<file path="config.mk">
export PLATFORM = sky130hd
export DESIGN_NAME = load_store_unit_flat
export DESIGN_NICKNAME = d
export VERILOG_FILES = /design/src/rtl/mem_if.sv /design/src/rtl/load_store_unit.sv /design/src/flat_wrapper.sv
export SDC_FILE = /design/constraint.sdc
export NUM_CORES = 1
export LEC_CHECK = 0
export CAP_MARGIN = 20
export CORE_MARGIN = 2
export CORE_UTILIZATION = 45
export DETAILED_ROUTE_END_ITERATION = 10
export PLACE_DENSITY = 0.85
export SLEW_MARGIN = 20
export SYNTH_ARGS = -nofsm -noshare
export SYNTH_HDL_FRONTEND = slang
export SYNTH_SLANG_ARGS = --single-unit
</file>
<file path="constraint.sdc">
create_clock -name clk -period 3.05 [get_ports clk]
set_input_delay 0.4575 -clock clk [delete_from_list [all_inputs] [get_ports clk]]
set_output_delay 0.4575 -clock clk [all_outputs]
set_load 0.005 [all_outputs]
</file>
<file path="src/rtl/mem_if.sv">
// mem_if -- word bus between the load/store unit and memory.
//   MemReq    : access request, held until MemReady
//   MemWE     : 1 = write
//   MemAddr   : word-aligned byte address
//   MemWData  : lane-replicated write data
//   MemByteEn : per-byte write/read enables
//   MemReady  : memory completes the access this cycle
//   MemRData  : read data, valid with MemReady
interface mem_if;
  logic        MemReq;
  logic        MemWE;
  logic [31:0] MemAddr;
  logic [31:0] MemWData;
  logic [3:0]  MemByteEn;
  logic        MemReady;
  logic [31:0] MemRData;

  modport master (
    output MemReq, MemWE, MemAddr, MemWData, MemByteEn,
    input  MemReady, MemRData
  );

  modport slave (
    input  MemReq, MemWE, MemAddr, MemWData, MemByteEn,
    output MemReady, MemRData
  );
endinterface

</file>
<file path="src/rtl/load_store_unit.sv">
// load_store_unit -- turns decoder load/store requests into single bus
// transactions, stalling the core until the bus completes.
//   clk, reset        : clock, synchronous active-high reset
//   MemEn, MemWrite   : access request / store select from the decoder
//   Funct3            : size and signedness (B/H/W, BU/HU)
//   Addr, StoreData   : byte address and right-aligned store value
//   Stall             : hold the core's PC and pipeline
//   LoadData          : aligned, extended result of the last completed load
//   Misaligned        : pulse when an access is rejected for alignment
//   BusError          : pulse when the bus wait limit expires
//   bus               : mem_if master
// WAIT_LIMIT bounds the number of BUSY cycles (0 = wait forever).
module load_store_unit #(
  parameter int unsigned WAIT_LIMIT = 0
) (
  input  logic        clk,
  input  logic        reset,
  input  logic        MemEn,
  input  logic        MemWrite,
  input  logic [2:0]  Funct3,
  input  logic [31:0] Addr,
  input  logic [31:0] StoreData,
  output logic        Stall,
  output logic [31:0] LoadData,
  output logic        Misaligned,
  output logic        BusError,
  mem_if.master       bus
);

  // Counter only needs to reach WAIT_LIMIT-1: the abort decision is made
  // in the last allowed BUSY cycle.
  localparam int unsigned CW = (WAIT_LIMIT > 1) ? $clog2(WAIT_LIMIT) : 1;
  localparam logic [CW-1:0] LIM_M1 = CW'((WAIT_LIMIT == 0) ? 0 : WAIT_LIMIT - 1);

  typedef enum logic [1:0] {IDLE, BUSY, DONE} state_e;

  state_e      state_q;
  logic        req_q, we_q, berr_q;
  logic [3:0]  be_q;
  logic [31:0] addr_q, wdata_q, ld_q;
  logic [1:0]  off_q;
  logic [2:0]  f3_q;
  logic [CW-1:0] cnt_q;

  logic        is_w, is_h, aligned, timeout;
  logic [3:0]  be_d;
  logic [31:0] wdata_d, ld_d;
  logic [7:0]  lane_b;
  logic [15:0] lane_h;

  // Funct3[1] set means word; this also folds 011/110/111 into W.
  assign is_w = Funct3[1];
  assign is_h = ~Funct3[1] & Funct3[0];
  assign aligned = is_w ? (Addr[1:0] == 2'b00) : (is_h ? ~Addr[0] : 1'b1);

  always_comb begin
    be_d    = 4'b0001 << Addr[1:0];
    wdata_d = {4{StoreData[7:0]}};
    if (is_h) begin
      be_d    = 4'b0011 << {Addr[1], 1'b0};
      wdata_d = {2{StoreData[15:0]}};
    end
    if (is_w) begin
      be_d    = 4'b1111;
      wdata_d = StoreData;
    end
  end

  // Lane select uses the offset captured with the request, not the live Addr.
  always_comb begin
    lane_b = bus.MemRData[{off_q, 3'b000} +: 8];
    lane_h = off_q[1] ? bus.MemRData[31:16] : bus.MemRData[15:0];
    ld_d   = bus.MemRData;
    case (f3_q)
      3'b000:  ld_d = {{24{lane_b[7]}}, lane_b};
      3'b100:  ld_d = {24'b0, lane_b};
      3'b001:  ld_d = {{16{lane_h[15]}}, lane_h};
      3'b101:  ld_d = {16'b0, lane_h};
      default: ld_d = bus.MemRData;
    endcase
  end

  assign timeout = (WAIT_LIMIT != 0) && (cnt_q == LIM_M1);

  always_ff @(posedge clk) begin
    if (reset) begin
      state_q <= IDLE;
      req_q   <= 1'b0;
      we_q    <= 1'b0;
      be_q    <= '0;
      addr_q  <= '0;
      wdata_q <= '0;
      off_q   <= '0;
      f3_q    <= '0;
      ld_q    <= '0;
      berr_q  <= 1'b0;
      cnt_q   <= '0;
    end else begin
      berr_q <= 1'b0;
      case (state_q)
        IDLE: begin
          if (MemEn && aligned) begin
            state_q <= BUSY;
            req_q   <= 1'b1;
            we_q    <= MemWrite;
            addr_q  <= {Addr[31:2], 2'b00};
            wdata_q <= wdata_d;
            be_q    <= be_d;
            off_q   <= Addr[1:0];
            f3_q    <= Funct3;
            cnt_q   <= '0;
          end
        end
        BUSY: begin
          // A response in the last allowed cycle still wins over the abort.
          if (bus.MemReady) begin
            req_q   <= 1'b0;
            state_q <= DONE;
            if (!we_q) ld_q <= ld_d;
          end else if (timeout) begin
            req_q   <= 1'b0;
            berr_q  <= 1'b1;
            state_q <= DONE;
          end else if (WAIT_LIMIT != 0) begin
            cnt_q <= cnt_q + 1'b1;
          end
        end
        DONE:    state_q <= IDLE;
        default: state_q <= IDLE;
      endcase
    end
  end

  // Stall releases in the misaligned cycle so the core can take the trap.
  assign Stall      = (state_q == BUSY) || ((state_q == IDLE) && MemEn && aligned);
  assign Misaligned = ~reset && (state_q == IDLE) && MemEn && ~aligned;
  assign BusError   = berr_q;
  assign LoadData   = ld_q;

  assign bus.MemReq    = req_q;
  assign bus.MemWE     = we_q;
  assign bus.MemAddr   = addr_q;
  assign bus.MemWData  = wdata_q;
  assign bus.MemByteEn = be_q;

endmodule
</file>
<file path="src/flat_wrapper.sv">
// flat-port wrapper written by rule: the top's interface ports become plain ports
module load_store_unit_flat 
#(
  parameter int unsigned WAIT_LIMIT = 0
)
  (clk, reset, MemEn, MemWrite, Funct3, Addr, StoreData, Stall, LoadData, Misaligned, BusError, bus_MemReq, bus_MemWE, bus_MemAddr, bus_MemWData, bus_MemByteEn, bus_MemReady, bus_MemRData);
  mem_if bus_i ();
  input  logic clk;
  input  logic reset;
  input  logic MemEn;
  input  logic MemWrite;
  input  logic [2:0] Funct3;
  input  logic [31:0] Addr;
  input  logic [31:0] StoreData;
  output logic Stall;
  output logic [31:0] LoadData;
  output logic Misaligned;
  output logic BusError;
  output wire logic [$bits(bus_i.MemReq)-1:0] bus_MemReq;
  output wire logic [$bits(bus_i.MemWE)-1:0] bus_MemWE;
  output wire logic [$bits(bus_i.MemAddr)-1:0] bus_MemAddr;
  output wire logic [$bits(bus_i.MemWData)-1:0] bus_MemWData;
  output wire logic [$bits(bus_i.MemByteEn)-1:0] bus_MemByteEn;
  input wire logic [$bits(bus_i.MemReady)-1:0] bus_MemReady;
  input wire logic [$bits(bus_i.MemRData)-1:0] bus_MemRData;
  assign bus_MemReq = bus_i.MemReq;
  assign bus_MemWE = bus_i.MemWE;
  assign bus_MemAddr = bus_i.MemAddr;
  assign bus_MemWData = bus_i.MemWData;
  assign bus_MemByteEn = bus_i.MemByteEn;
  assign bus_i.MemReady = bus_MemReady;
  assign bus_i.MemRData = bus_MemRData;
  load_store_unit #(.WAIT_LIMIT(WAIT_LIMIT)) u_core (.clk(clk), .reset(reset), .MemEn(MemEn), .MemWrite(MemWrite), .Funct3(Funct3), .Addr(Addr), .StoreData(StoreData), .Stall(Stall), .LoadData(LoadData), .Misaligned(Misaligned), .BusError(BusError), .bus(bus_i));
endmodule
</file>
==> Word-level counts from Yosys, hierarchy flattened <==
Index checks and enable logic that the tools add are counted.
{ "classes": {"eq_ne": 6, "shifts": 3, "n_mux": 14, "bitwise": 6, "n_reduce_logical": 15} }
{ "ops": {"columns": ["operator", "count"], "rows": [
  ["case mux 32 bit (4 select lines)", 1],
  ["two-way mux 32 bit", 2],
  ["variable part select 32 x 6 -> 8 bit", 1],
  ["two-way mux 16 bit", 1],
  ["two-way mux 4 bit", 2],
  ["== test 3 bit, second input constant", 2],
  ["logical AND 1 bit", 6],
  ["AND reduction 3 bit", 2],
  ["NOT 1 bit", 5],
  ["logical NOT 2 bit", 2],
  ["two-way mux 1 bit", 4],
  ["two-way mux 2 bit", 2],
  ["case mux 2 bit (2 select lines)", 1],
  ["AND reduction 2 bit", 2],
  ["<< shifter 1 x 2 -> 4 bit, first input constant", 1],
  ["<< shifter 2 x 2 -> 4 bit, first input constant", 1],
  ["== test 3 x 1 -> 1 bit, second input constant", 1],
  ["logical NOT 3 bit", 1],
  ["== test 2 x 1 -> 1 bit, second input constant", 1],
  ["!= test 2 x 1 -> 1 bit, second input constant", 1],
  ["!= test 2 bit, second input constant", 1],
  ["case mux 1 bit (2 select lines)", 1],
  ["nonzero test 2 bit", 1],
  ["AND 1 bit", 1],
  ["logical OR 1 bit", 1]
]} }
{ "totals": {"reg_bits": 107, "input_bits": 104} }

==> Longest topological paths before layout <==
{ "depth": {"depth_word": 7, "mapped_depth": 7} }

==> Least setup slack after synthesis <==
Ideal clock, no wire load.
{ "synth_timing": {"path_type": "input-to-output", "startpoint": "in MemEn", "endpoint": "out Stall", "arrival_time_ps": 1518, "required_time_ps": 2592, "path_slack_ps": 1075, "stages": 5, "path_buffers": 2, "cell_sequence": "or3b_1 -> nand3b_1 -> buf_2 -> clkbuf_1 -> o21ai_0"} }
{ "synth_between": {"elab_chain_cells": 3} }
{ "synth_lines": {"columns": ["element", "line_no", "source"], "rows": [
  ["start: declaration", "flat_wrapper.sv:10", "input logic MemEn;"],
  ["logical AND 1 bit (2 in series)", "load_store_unit.sv:135", "assign Stall = (state_q == BUSY) || ((state_q == IDLE) && MemEn && aligned);"],
  ["logical OR 1 bit", "load_store_unit.sv:135", null],
  ["end: declaration", "flat_wrapper.sv:15", "output logic Stall;"]
]} }
Every way passes these cells.

==> Final worst setup path <==
{ "layout_timing": {"startpoint": "in Addr[0]", "endpoint": "out Stall"} }
{ "layout_between": {"elab_chain_cells": 5, "elab_cells_between_ends": 6} }
{ "layout_lines": {"columns": ["element", "line_no", "source"], "rows": [
  ["start: declaration", "flat_wrapper.sv:13", "input logic [31:0] Addr;"],
  ["NOT 1 bit", "load_store_unit.sv:54", "assign aligned = is_w ? (Addr[1:0] == 2'b00) : (is_h ? ~Addr[0] : 1'b1);"],
  ["two-way mux 1 bit", "load_store_unit.sv:54", null],
  ["two-way mux 1 bit (*)", "load_store_unit.sv:54", null],
  ["logical AND 1 bit (*)", "load_store_unit.sv:135", null],
  ["logical OR 1 bit (*)", "load_store_unit.sv:135", null]
]} }
Mark *: on every way between the ends. The rest lies on a longest branch, timed or not.

==> impl_metrics.tcl <==
set metrics [dict create \
    cp-start-kind "primary input" \
    grt-ovfl-total 0 \
    cts-hold-fix-buffers 0 \
    fp.dieArea_sq_um 11400 \
    postSynthCellCount 581 \
    vias_per_cell 5.35 \
    max_cap_violations 0 \
    yosysMostFrequentCell "nand2_1" \
    coreArea_sq_um 10300 \
    layout.nets 859 \
    finClkSkew_ns 0.00455 \
    synth_area_leaders "dfxtp_1, nand2_1, a21oi_1" \
    post-place-ws_ns 0.422 \
    synth_top_area_cell "dfxtp_1" \
    timing.setup.tns_ns 0 \
    cts_inserted_buffers 9 \
    dp_hpwl_microns 10300 \
    holdWs_ns 0.460 \
    port_buffers 205 \
    fp-row-count 37 \
    synth-async-reset-ratio_pct 0 \
    min_to "u_core.bus.MemAddr[22]" \
    crit_type "primary input to output pin" \
    syn2layout_area_growth_pct 47.5 \
    relSlewSlack_pct 36.6 \
    wirelength_microns 14100 \
    rsz0062_at_grt "no" \
    clk_latency_ns 0.36 \
    finalMaxSlewViolations 0 \
    htreeDepth 3 \
    synth_top_cell_area_share_pct 45.2 \
    hp-class "flop to flop" \
    worst_pin_slew_ns 0.950 \
    dieHeight_microns 107 \
    period_minus_slack_ns 2.66 \
    initial_core_util_pct 46.1 \
    p_leak_nw 2.40 \
    rr_startpoint "u_core.off_q[1]" \
    reg2reg_depth 4 \
    wl_per_cell_microns 15.7 \
    grt_max_degree 89 \
    peakVddDrop_uv 223 \
    p_per_area_nw_per_um2 433 \
    antenna_found_initial 0 \
    ys_warn_count 0 \
    setup_viol 0 \
    syn_area_sq_um 4740 \
    hp-start "u_core.bus.MemAddr[22]" \
    cts_root_buf "clkbuf_8" \
    end_kind "output pin" \
    layout-drive-gt1-share_pct 5.53 \
    drtPass1Iterations 5 \
    max_freq_ghz 0.375 \
    path_max_fanout 5 \
    clkTransAtPathRegs_ns 0.09 \
    antenna_cells 0 \
    grt_pass1_wl_microns 22500 \
    cp.required_ns 2.59 \
    post_cts_buffers 0 \
    r2r_setup_slack_ns 0.70 \
    cts_buffer_depth 2 \
    outcome "completed" \
    ios 209 \
    die_w_microns 107 \
    synth_edf_count 0 \
    clkSinkCount 107 \
    vias 4797 \
    place.gp.congestion 0.921 \
    period_share_pct 87.4 \
    setup_ws_ns 0.385 \
    min_delay_path_depth 2 \
    drtIter0Drc 269 \
    cts_resized 0 \
    critPathArrivalTime_ns 2.21 \
    drc 0 \
    synth_cell_types 36 \
    synth_common_cells "nand2_1, dfxtp_1, a21oi_1" \
    ys_seq_area_share_pct 45.2 \
    track_usage_pct 24.5 \
    syn_avg_cell_area_sq_um 8.16 \
    first_global_vias 4583 \
    utilization_pct 68.0 \
    r2r-end "u_core.LoadData[30]" \
    ys_seq_elements 107 \
    ant_nets 0 \
    cts_tree "yes" \
    hold_viol_final 0 \
    synth_top_flop_cell "dfxtp_1" \
]
## how the worst max path moves through the flow
stage | startpoint | to | slack, ns | cells after the start
2_1_floorplan | MemEn | Stall | 1.07 | 5
3_3_place_gp | Addr[0] | Stall | 0.45 | 5
3_5_place_dp | Addr[0] | Stall | 0.42 | 5
4_1_cts | Addr[0] | Stall | 0.39 | 5
5_1_grt | Addr[0] | Stall | 0.21 | 5
6_report | Addr[0] | Stall | 0.39 | 5
## critical path, cell delays in order
cell and delay [ns]:
clkdlybuf4s50_1 0.50, o21ai_0 0.44, nand3b_1 0.15, o21ai_0 0.11
clkdlybuf4s50_1 0.54
## cell type report
class | instances | area [sq um]
sequential | 107 | 2140
fill | 846 | 3290
timing repair buffer | 212 | 2110
clock buffer | 11 | 141
multi-input combinational | 419 | 2350
inverter | 6 | 22.5
clock inverter | 5 | 52.6
tap | 136 | 170
## registers in the layout, indices dropped and copies added (netlist names)
register	flops
u_core.state_q	2
u_core.f3_q	3
u_core.bus.MemByteEn	4
u_core.LoadData	32
u_core.bus.MemWData	32
u_core.bus.MemAddr	30
u_core.off_q	2
u_core.bus.MemReq	1
u_core.bus.MemWE	1
## power by group
| group | leakage (nW) | switching (mW) | total (mW) | internal [mW] |
|---|---|---|---|---|
| combinational | 1.43 | 0.273 | 0.629 | 0.356 |
| sequential | 0.873 | 0.0505 | 1.53 | 1.48 |
| clock | 0.0991 | 0.470 | 0.869 | 0.399 |
| total | 2.40 | 0.793 | 3.02 | 2.23 |
## per-stage QoR
stage	cell area (sq um)	total power [mW]	std cells
3_3_place_gp	6800	2.17	880
3_5_place_dp	6800	2.19	880
5_1_grt	6990	3.17	896
2_1_floorplan	4750	1.83	583
6_report	6990	3.02	896
4_1_cts	6990	3.04	896
## layer usage
metal | up-vias | track usage, % | routed length [microns]
met5 | - | 0 | 0
met3 | 21 | 4.98 | 1030
met4 | 0 | 8.81 | 265
met2 | 201 | 42.0 | 6940
met1 | 2211 | 30.6 | 5820
li1 | 2364 | - | -
## placed cells by master, fill, tap and decap left out
master             n
clkdlybuf4s50_1  204
a32o_1             1
nand2b_1           4
nor2_1            45
mux2i_1           23
nand2_1          143
mux4_2             1
bufinv_16          1
or3_1              1
nand3_1            9
clkinv_2           3
mux2_2             6
conb_1             3
mux2_4             1
nor2b_1            2
nor3_1             7
a221oi_1           1
buf_4              7
o21ai_0           29
a21oi_1           61
a311oi_1          10
a22o_1             5
o21a_1             1
clkinvlp_4         1
nand4bb_1          1
buf_12             1
clkbuf_1           1
dfxtp_1          107
clkbuf_8          10
o31ai_4            1
nor4bb_1           4
and3b_2            1
inv_1              6
o221a_2            4
or3b_1             1
a211oi_1          39
nor4bb_4           1
nand3b_1           9
a21o_1             1
a31o_2             4
## cell families after synthesis
| family | synth area share, % |
|---|---|
| AND/OR/NAND/NOR | 20.6 |
| buffers and inverters | 5.75 |
| flip-flops | 45.2 |
| multiplexers | 7.07 |
| AO/OA/AOI/OAI | 21.3 |
| other | 0.0791 |
(Power assumes the default switching activity.)
